### src/rtl/hk_spi_initiator.sv
// SPI mode-0 initiator for the housekeeping streaming protocol (command, address, data bytes).
// Optional macro HK_SPI_INITIATOR_CSB_GAP_EN adds a csb-high GAP state of 4*CLK_DIV cycles after each frame.
module hk_spi_initiator #(
    parameter int CLK_DIV = 4
) (
    input  logic       clock,
    input  logic       resetb,
    input  logic       start,
    input  logic       cmd_write,
    input  logic [7:0] addr,
    input  logic [3:0] len,
    input  logic [7:0] wdata,
    input  logic       wdata_valid,
    output logic       wdata_ready,
    output logic [7:0] rdata,
    output logic       rdata_valid,
    output logic       busy,
    output logic       done,
    output logic       csb,
    output logic       sck,
    output logic       sdo,
    input  logic       sdi
);

`ifdef HK_SPI_INITIATOR_CSB_GAP_EN
    typedef enum logic [2:0] {
        IDLE  = 3'd0,
        SETUP = 3'd1,
        SHIFT = 3'd2,
        STALL = 3'd3,
        HOLD  = 3'd4,
        GAP   = 3'd5
    } state_t;
    localparam logic [9:0] GAP_LAST = 10'(4 * CLK_DIV - 1);
`else
    typedef enum logic [2:0] {
        IDLE  = 3'd0,
        SETUP = 3'd1,
        SHIFT = 3'd2,
        STALL = 3'd3,
        HOLD  = 3'd4
    } state_t;
`endif

    localparam logic [7:0] DIV_LAST = 8'(CLK_DIV - 1);

    function automatic logic [7:0] cmd_byte(input logic wr);
        return wr ? 8'h80 : 8'h40;
    endfunction

    state_t     state_r;
    state_t     state_nxt_s;
    logic [7:0] div_cnt_r;
    logic [2:0] bit_cnt_r;
    logic [4:0] byte_cnt_r;
    logic [7:0] shift_r;
    logic [7:0] rx_r;
    logic       rx_pend_r;
    logic       cmd_r;
    logic [7:0] addr_r;
    logic [3:0] len_r;
    logic       csb_r;
    logic       sck_r;
    logic       sdo_r;
    logic       busy_r;
    logic       done_r;
    logic       wdata_ready_r;
    logic       rdata_valid_r;
    logic [7:0] rdata_r;
`ifdef HK_SPI_INITIATOR_CSB_GAP_EN
    logic [9:0] gap_cnt_r;
`endif

    logic tick_s;
    logic accept_s;
    logic rise_s;
    logic fall_s;
    logic boundary_s;
    logic need_wdata_s;
    logic load_w_s;
    logic last_rise_s;
    logic hold_end_s;

    // Timing strobes derived from the half-period counter and bit/byte position.
    always_comb begin
        tick_s       = (div_cnt_r == DIV_LAST);
        accept_s     = (state_r == IDLE) && start && (len != 4'd0);
        rise_s       = tick_s && !sck_r && ((state_r == SETUP) || (state_r == SHIFT));
        fall_s       = tick_s && sck_r && (state_r == SHIFT);
        boundary_s   = fall_s && (bit_cnt_r == 3'd0);
        need_wdata_s = boundary_s && cmd_r && (byte_cnt_r >= 5'd2);
        load_w_s     = (need_wdata_s && wdata_valid) || ((state_r == STALL) && wdata_valid);
        last_rise_s  = rise_s && (bit_cnt_r == 3'd7) && (byte_cnt_r == ({1'b0, len_r} + 5'd1));
        hold_end_s   = (state_r == HOLD) && tick_s && !sck_r;
    end

    // Next-state decode.
    always_comb begin
        state_nxt_s = state_r;
        case (state_r)
            IDLE: begin
                if (accept_s) state_nxt_s = SETUP;
                else          state_nxt_s = IDLE;
            end
            SETUP: begin
                if (tick_s) state_nxt_s = SHIFT;
                else        state_nxt_s = SETUP;
            end
            SHIFT: begin
                if (last_rise_s)                        state_nxt_s = HOLD;
                else if (need_wdata_s && !wdata_valid)  state_nxt_s = STALL;
                else                                    state_nxt_s = SHIFT;
            end
            STALL: begin
                if (wdata_valid) state_nxt_s = SHIFT;
                else             state_nxt_s = STALL;
            end
            HOLD: begin
`ifdef HK_SPI_INITIATOR_CSB_GAP_EN
                if (hold_end_s) state_nxt_s = GAP;
                else            state_nxt_s = HOLD;
`else
                if (hold_end_s) state_nxt_s = IDLE;
                else            state_nxt_s = HOLD;
`endif
            end
`ifdef HK_SPI_INITIATOR_CSB_GAP_EN
            GAP: begin
                if (gap_cnt_r == GAP_LAST) state_nxt_s = IDLE;
                else                       state_nxt_s = GAP;
            end
`endif
            default: state_nxt_s = IDLE;
        endcase
    end

    // State register.
    always_ff @(posedge clock or negedge resetb) begin
        if (!resetb) state_r <= IDLE;
        else         state_r <= state_nxt_s;
    end

    // Frame datapath: SPI pins, shift registers, counters and handshake pulses.
    always_ff @(posedge clock or negedge resetb) begin
        if (!resetb) begin
            div_cnt_r     <= 8'd0;
            bit_cnt_r     <= 3'd0;
            byte_cnt_r    <= 5'd0;
            shift_r       <= 8'h00;
            rx_r          <= 8'h00;
            rx_pend_r     <= 1'b0;
            cmd_r         <= 1'b0;
            addr_r        <= 8'h00;
            len_r         <= 4'd0;
            csb_r         <= 1'b1;
            sck_r         <= 1'b0;
            sdo_r         <= 1'b0;
            busy_r        <= 1'b0;
            done_r        <= 1'b0;
            wdata_ready_r <= 1'b0;
            rdata_valid_r <= 1'b0;
            rdata_r       <= 8'h00;
`ifdef HK_SPI_INITIATOR_CSB_GAP_EN
            gap_cnt_r     <= 10'd0;
`endif
        end else begin
            done_r        <= 1'b0;
            wdata_ready_r <= 1'b0;
            rdata_valid_r <= 1'b0;

            // The counter restarts on every toggle and every state change, so a STALL never shortens a half-period.
            if (tick_s || (state_nxt_s != state_r) || (state_r == IDLE) || (state_r == STALL))
                div_cnt_r <= 8'd0;
            else
                div_cnt_r <= div_cnt_r + 8'd1;

            if (rx_pend_r) begin
                rdata_r       <= rx_r;
                rdata_valid_r <= 1'b1;
                rx_pend_r     <= 1'b0;
            end

            if (accept_s) begin
                csb_r      <= 1'b0;
                busy_r     <= 1'b1;
                cmd_r      <= cmd_write;
                addr_r     <= addr;
                len_r      <= len;
                shift_r    <= cmd_byte(cmd_write);
                sdo_r      <= cmd_byte(cmd_write) >> 7;
                bit_cnt_r  <= 3'd0;
                byte_cnt_r <= 5'd0;
            end

            if (rise_s) begin
                sck_r     <= 1'b1;
                rx_r      <= {rx_r[6:0], sdi};
                bit_cnt_r <= bit_cnt_r + 3'd1;
                if (bit_cnt_r == 3'd7) begin
                    byte_cnt_r <= byte_cnt_r + 5'd1;
                    if (!cmd_r && (byte_cnt_r >= 5'd2)) rx_pend_r <= 1'b1;
                end
            end

            if (fall_s) begin
                sck_r <= 1'b0;
                if (bit_cnt_r != 3'd0) begin
                    shift_r <= {shift_r[6:0], 1'b0};
                    sdo_r   <= shift_r[6];
                end else if (byte_cnt_r == 5'd1) begin
                    shift_r <= addr_r;
                    sdo_r   <= addr_r[7];
                end else if (!cmd_r) begin
                    shift_r <= 8'h00;
                    sdo_r   <= 1'b0;
                end
            end

            if (load_w_s) begin
                shift_r       <= wdata;
                sdo_r         <= wdata[7];
                wdata_ready_r <= 1'b1;
            end

            if ((state_r == HOLD) && tick_s) begin
                if (sck_r) begin
                    sck_r <= 1'b0;
                end else begin
                    csb_r  <= 1'b1;
                    done_r <= 1'b1;
                    sdo_r  <= 1'b0;
`ifdef HK_SPI_INITIATOR_CSB_GAP_EN
                    busy_r <= 1'b1;
`else
                    busy_r <= 1'b0;
`endif
                end
            end

`ifdef HK_SPI_INITIATOR_CSB_GAP_EN
            if (state_r == GAP) begin
                gap_cnt_r <= gap_cnt_r + 10'd1;
                if (gap_cnt_r == GAP_LAST) busy_r <= 1'b0;
            end else begin
                gap_cnt_r <= 10'd0;
            end
`endif
        end
    end

    assign csb         = csb_r;
    assign sck         = sck_r;
    assign sdo         = sdo_r;
    assign busy        = busy_r;
    assign done        = done_r;
    assign wdata_ready = wdata_ready_r;
    assign rdata_valid = rdata_valid_r;
    assign rdata       = rdata_r;

endmodule

### config.mk
export PLATFORM = sky130hd
export DESIGN_NAME = hk_spi_initiator
export DESIGN_NICKNAME = d
export VERILOG_FILES = /design/src/rtl/hk_spi_initiator.sv
export SDC_FILE = /design/constraint.sdc
export NUM_CORES = 1
export LEC_CHECK = 0
export ABC_AREA = 1
export BUFFER_PORTS_ARGS = -buffer_cell sky130_fd_sc_hd__buf_2
export CAP_MARGIN = 20
export CORE_ASPECT_RATIO = 1.2
export CORE_MARGIN = 1.5
export CORE_UTILIZATION = 50
export DETAILED_ROUTE_END_ITERATION = 7
export PLACE_DENSITY = 0.75
export SLEW_MARGIN = 15
export SYNTH_ARGS = -nofsm -noshare
export SYNTH_HDL_FRONTEND = slang
export SYNTH_SLANG_ARGS = --single-unit
### constraint.sdc
create_clock -name clock -period 1.9 [get_ports clock]
set_input_delay 0.38 -clock clock [delete_from_list [all_inputs] [get_ports clock]]
set_output_delay 0.38 -clock clock [all_outputs]
set_load 0.03 [all_outputs]
== After elaboration in Yosys (flattened, before gate mapping) ==
Index checks and enable logic that the tools add are counted.

* Memory bits (writable): 0
* Memories: 0
* Input bits: 26
* Bits in registers: 64
* Word-level logic and storage cells: 107
* Bits in latches: 0
* ROM bits: 0

* Reductions and logical operators: 30
* Multipliers: 0
* Add/sub/neg operators: 4
* Bitwise operators: 0
* Div/mod/pow operators: 0
* Order comparisons: 1
* Muxes and demuxes: 45
* Equal/unequal tests: 9
* Shift operators: 0

{| class="wikitable"
|+ Operator list
! cell !! number
|-
| 2-to-1 mux 8 bit || 8
|-
| 2-to-1 mux 1 bit || 28
|-
| logical AND 1 bit || 17
|-
| 2-to-1 mux 5 bit || 3
|-
| one-hot mux 3 bit (5 select lines) || 1
|-
| 2-to-1 mux 3 bit || 4
|-
| adder 8 x 1 -> 8 bit (second input constant) || 1
|-
| == test 8 x 2 -> 1 bit (second input constant) || 1
|-
| == test 3 x 2 -> 1 bit (second input constant) || 2
|-
| == test 3 bit (second input constant) || 2
|-
| zero test 3 bit || 2
|-
| adder 4 x 1 -> 5 bit (second input constant) || 1
|-
| adder 5 x 1 -> 5 bit (second input constant) || 1
|-
| == test 5 x 1 -> 1 bit (second input constant) || 1
|-
| == test 5 bit || 1
|-
| >= comparator 5 x 2 -> 1 bit (second input constant) || 1
|-
| logical OR 1 bit || 5
|-
| nonzero test 4 bit || 1
|-
| adder 3 x 1 -> 3 bit (second input constant) || 1
|-
| == test 3 x 1 -> 1 bit (second input constant) || 1
|-
| zero test 1 bit || 3
|-
| != test 3 bit || 1
|-
| nonzero test 3 bit || 1
|-
| 2-to-1 mux 2 bit || 1
|-
| nonzero test 2 bit || 1
|}

== Longest topological paths before layout ==
* Depth after elaboration: 15
* Mapped depth: 12

== Least setup slack after synthesis ==
No wires, ideal clock.

* Kind: reg2reg
* Start: register bit_cnt_r[0]
* End: register shift_r[3]
* Slack: 0.299 ns
* Buffers on the path: 1
* Required time: 1.783 ns
* Data arrival time: 1.485 ns
* Library setup time: 0.117 ns
* Cell stages (with the launch flop): 13
* Path through: dfrtp_1 inv_1 ha_1 inv_1 nor2_1 clkbuf_1 nand2_1 inv_1 nand2_1 nand3_1 nand2_1 nand2_1 nand2_1

* Longest elaborated chain between the ends: 7
* Elaborated cells between the ends (all ways): 10
* Those cells by class: 3 x mux; 7 x reduce/logical

{| class="wikitable"
|+ RTL lines
! what !! RTL line !! source
|-
| from (decl) || 54 || <nowiki>logic [2:0] bit_cnt_r;</nowiki>
|-
| from (signal assigned) || 198 || <nowiki>bit_cnt_r <= bit_cnt_r + 3'd1;</nowiki>
|-
| zero test 3 bit || 90 || <nowiki>boundary_s = fall_s && (bit_cnt_r == 3'd0);</nowiki>
|-
| logical AND 1 bit || 90 ||
|-
| logical AND 1 bit (2 in series) || 91 || <nowiki>need_wdata_s = boundary_s && cmd_r && (byte_cnt_r >= 5'd2);</nowiki>
|-
| logical AND 1 bit || 92 || <nowiki>load_w_s = (need_wdata_s && wdata_valid) || ((state_r == STALL) && wdata_valid);</nowiki>
|-
| logical OR 1 bit || 92 ||
|-
| 2-to-1 mux 8 bit (*) || 219 || <nowiki>if (load_w_s) begin</nowiki>
|-
| to (signal assigned) || 208 || <nowiki>shift_r <= {shift_r[6:0], 1'b0};</nowiki>
|-
| to (signal assigned) || 211 || <nowiki>shift_r <= addr_r;</nowiki>
|-
| to (signal assigned) || 220 || <nowiki>shift_r <= wdata;</nowiki>
|-
| to (decl) || 56 || <nowiki>logic [7:0] shift_r;</nowiki>
|}

Every way passes the cells marked *; elsewhere a longest branch is shown, timed or not.
A chain may end at the register's enable or synchronous reset.

== Worst setup path in the final report ==
* Start: register bit_cnt_r[0]
* End: register shift_r[6]

The elaborated chain is that of the path after synthesis.

==> reports/qor.csv <==
metric,value,unit
result of the run,finished clean,
syn_area_per_cell,8.093,um^2
period utilisation layout,0.8840,
"number of standard cells in the layout, taps in and fillers out",530,
ratio of cells with drive above 1 in the final layout,0.1875,
post-placement cell count,513,
Critical Path RT,2130,ps
final number of hold-violating endpoints,0,
post-DR vias/cell,5.045,
"flops & latches, synth",63,
Layout Skew,10.93,ps
worst setup slack for register-to-register paths,220,ps
total count of max-transition violations in the final report,0,
library cell used as clock root buffer,clkbuf_8,
CP Max Fanout,14,
Critical Path Source Type,flip-flop,
wire length of the first global-routing pass,11.18,mm
logic depth of the worst register-to-register path,10,
post-synthesis mux area share,0.01062,
cell row count,31,
vias post-DR,2674,
timing-limited maximum frequency,0.5954,GHz
Net Sw Power,1.655,mW
Min-Delay Path Class,in2async,
final critical delay including setup and external delays,1680,ps
GRT Residual Overflow,0,
synthesized-area fraction occupied by xor and xnor cells,0.03304,
total nets after synthesis,427,
number of detailed-route iterations in the first pass,4,
count of port buffers added during placement,40,
combined global-route utilization of all metal layers,0.2107,
total chip power,4.476,mW
RR Startpoint,bit_cnt_r[0]$_DFFE_PN0P_,
dominant combinational cell family by area after synthesis,simple AND/OR/NAND/NOR gates,
detail-routed net length per standard cell,12.02,um
routability cong.,0.9675,
kind of critical path,reg2reg,
ratio of total power to cell area,1207,nW/um^2
Slew headroom,0.6838,
Die H,90.37,um
Final Net Count,477,
WP data arrival,1910,ps
drc violations,0,
Post-Synth Simple-Gate Area,0.3029,
total of endpoints with negative setup slack in the final report,0,
Post-CTS Hold Fix Bufs,0,
# diodes,0,
antenna violation net count after detailed routing,0,
TritonCTS clock tree,done,
Sum Neg Setup Slack,0,ps
fraction of the mapped netlist area in adder cells,0.03147,
Num CTS Buffers,9,
Skew-Pair Late Insertion Delay,340,ps
total of warnings raised by yosys,0,
Unique masters post-synth,34,
share of the synthesized area in compound gates (AO/OA/AOI/OAI),0.06845,
number of sinks handled by clock tree synthesis,63,
Worst R2R End,shift_r[6]$_DFF_PN0_,
number of global-route vias before repair,2638,
largest net degree at the start of global routing,64,
H-tree level count,3,
relative area change from synthesis to final layout,16.56,%
part of the power in the clock network,0.255,
area of the core,6090,um^2
setup repair after global routing missed its margin,no,
number of standard cells after synthesis,393,
violation count after the first detailed-routing iteration,95,
clock edge transition at the registers on the reported setup and hold paths,70,ps
Clock Tree Buf Depth,2,
Pleak,1.988,nW
Sequential Power Share,0.421,
DP Wirelength,4.569,mm
Int Power,2.822,mW
combinational group share of total power,0.324,
floorplan die width,75.81,um
proportion of synthesized chip area in sequential cells,0.4961,
initial antenna violation count,0,
Top Ports,41,
Max rail drop VDD,0.6198,mV
die area,6851,um^2
max capacitance violation total,0,
type of destination of the critical path,flip-flop,
initial core utilization,0.5223,
worst slew pin tran,473.8,ps
net switching share of the total power,0.3696,
Netlist Area Pre-Place,3181,um^2
final wirelength,6.372,mm
CTS resizes,0,
==> cell type report <==
cell class,count,area (um^2)
timing repair buffer,47,265.3
sequential,63,1578
clock buffer,10,137.6
tap,82,102.6
fill,555,2382
inverter,38,143.9
clock inverter,6,60.06
multi-input combinational,284,1420
==> worst max-delay path by stage <==
| stage | start | to | slack, ps |
|---|---|---|---|
| detailed placement | div_cnt_r[0]$_DFF_PN0_ | byte_cnt_r[4]$_DFF_PN0_ | 190 |
| global route | state_r[1]$_DFF_PN0_ | shift_r[1]$_DFF_PN0_ | 20 |
| floorplan | bit_cnt_r[0]$_DFFE_PN0P_ | shift_r[3]$_DFF_PN0_ | 300 |
| finish | bit_cnt_r[0]$_DFFE_PN0P_ | shift_r[6]$_DFF_PN0_ | 220 |
| CTS | div_cnt_r[0]$_DFF_PN0_ | sdo$_DFF_PN0_ | 200 |
| global placement | div_cnt_r[0]$_DFF_PN0_ | sdo$_DFF_PN0_ | 240 |
==> power by group through the flow <==
| stage | combinational [mW] | sequential, mW | clock (mW) |
|---|---|---|---|
| 4_1_cts | 1.45 | 1.88 | 1.17 |
| 5_1_grt | 1.67 | 1.93 | 1.22 |
| 2_1_floorplan | 1.05 | 1.90 | 0 |
| 3_3_place_gp | 1.41 | 1.90 | 0 |
| 3_5_place_dp | 1.44 | 1.91 | 0 |
| 6_report | 1.45 | 1.88 | 1.14 |
==> metal layers <==
layer | vias to the layer above | wire [um] | global-route usage
met1 | 1233 | 2674 | 0.2478
li1 | 1340 | - | -
met5 | - | 0 | 0
met4 | 0 | 274 | 0.1176
met3 | 25 | 303 | 0.06250
met2 | 76 | 3120 | 0.3333
==> registers in the layout, summed over array words and instances, names as in the netlist, 3 cells and up <==
name	flops
len_r	4
shift_r	7
addr_r	8
state_r	3
rx_r	8
bit_cnt_r	3
byte_cnt_r	5
rdata	8
div_cnt_r	8
==> cell usage in the layout (no fill, tap or decap), types with 3 or more instances in the layout <==
| cell | netlist | final |
|---|---|---|
| nand2_1 | 130 | 130 |
| dfrtp_1 | 62 | 62 |
| nor2_1 | 44 | 44 |
| buf_2 | 4 | 40 |
| inv_1 | 34 | 34 |
| nand3_1 | 32 | 32 |
| o21ai_0 | 18 | 18 |
| clkbuf_8 | 0 | 10 |
| ha_1 | 8 | 8 |
| a21oi_1 | 7 | 7 |
| xor2_1 | 7 | 7 |
| buf_4 | 1 | 6 |
| xnor2_1 | 5 | 5 |
| o22ai_1 | 4 | 4 |
| clkinv_2 | 1 | 4 |
| nand2_4 | 3 | 3 |
| inv_2 | 3 | 3 |
| nor3_1 | 3 | 3 |
| or2_2 | 3 | 3 |
| nand3b_1 | 3 | 3 |
| mux2_2 | 3 | 3 |
==> what timing repair did <==
item	CTS	global route
setup endpoints to repair	0	1
buffers inserted	0	1
endpoints found under the hold margin	0	0
==> critical path: stages (launching register included) <==
cell,delay (ps)
dfrtp_1,390
inv_1,100
ha_1,150
inv_1,40
nor2_1,90
buf_4,210
nand3_4,120
o21bai_4,170
nand2_4,100
nor2_1,140
nor2_1,60
==> metrics by stage <==
stage / hold slack, ps / utilization / instance area, um^2 / worst slack, ps
2_1_floorplan: 84.41 / - / 3181 / 298.7
3_3_place_gp: 413.5 / 0.5751 / 3502 / 240.6
3_5_place_dp: 420.1 / 0.5751 / 3502 / 193.7
4_1_cts: 44.50 / 0.6076 / 3700 / 198.7
5_1_grt: 47.93 / 0.6088 / 3707 / 17.94
6_report: 29.47 / 0.6088 / 3707 / 220.4
==> cell usage after synthesis (all sizes together) <==
| cell | count | area share |
|---|---|---|
| and3 | 1 | 0.0020 |
| a31oi | 1 | 0.0020 |
| buf | 5 | 0.0087 |
| o21bai | 1 | 0.0059 |
| nor2 | 46 | 0.057 |
| o22ai | 4 | 0.0079 |
| nand3 | 33 | 0.056 |
| clkinv | 1 | 0.0016 |
| nand4 | 1 | 0.0020 |
| nand2 | 135 | 0.17 |
| clkbuf | 3 | 0.0035 |
| a21oi | 8 | 0.016 |
| o21ai | 20 | 0.031 |
| inv | 37 | 0.044 |
| or2 | 3 | 0.0059 |
| dfstp | 1 | 0.0083 |
| xor2 | 7 | 0.019 |
| mux2 | 3 | 0.011 |
| a221oi | 1 | 0.0028 |
| xnor2 | 5 | 0.014 |
| o31ai | 1 | 0.0024 |
| ha | 8 | 0.031 |
| nand3b | 3 | 0.0071 |
| dfrtp | 62 | 0.49 |
| nor3 | 3 | 0.0047 |
==> logic make-up after synthesis <==
kind of cell               Yosys count
and+or+nand+nor                    225
DFF                                 63
buffers and inverters               46
AOI/OAI and AO/OA                   36
xor gates and xnor gates            12
adders and majority gates            8
muxes                                3
Power figures use the tool's default switching activity.
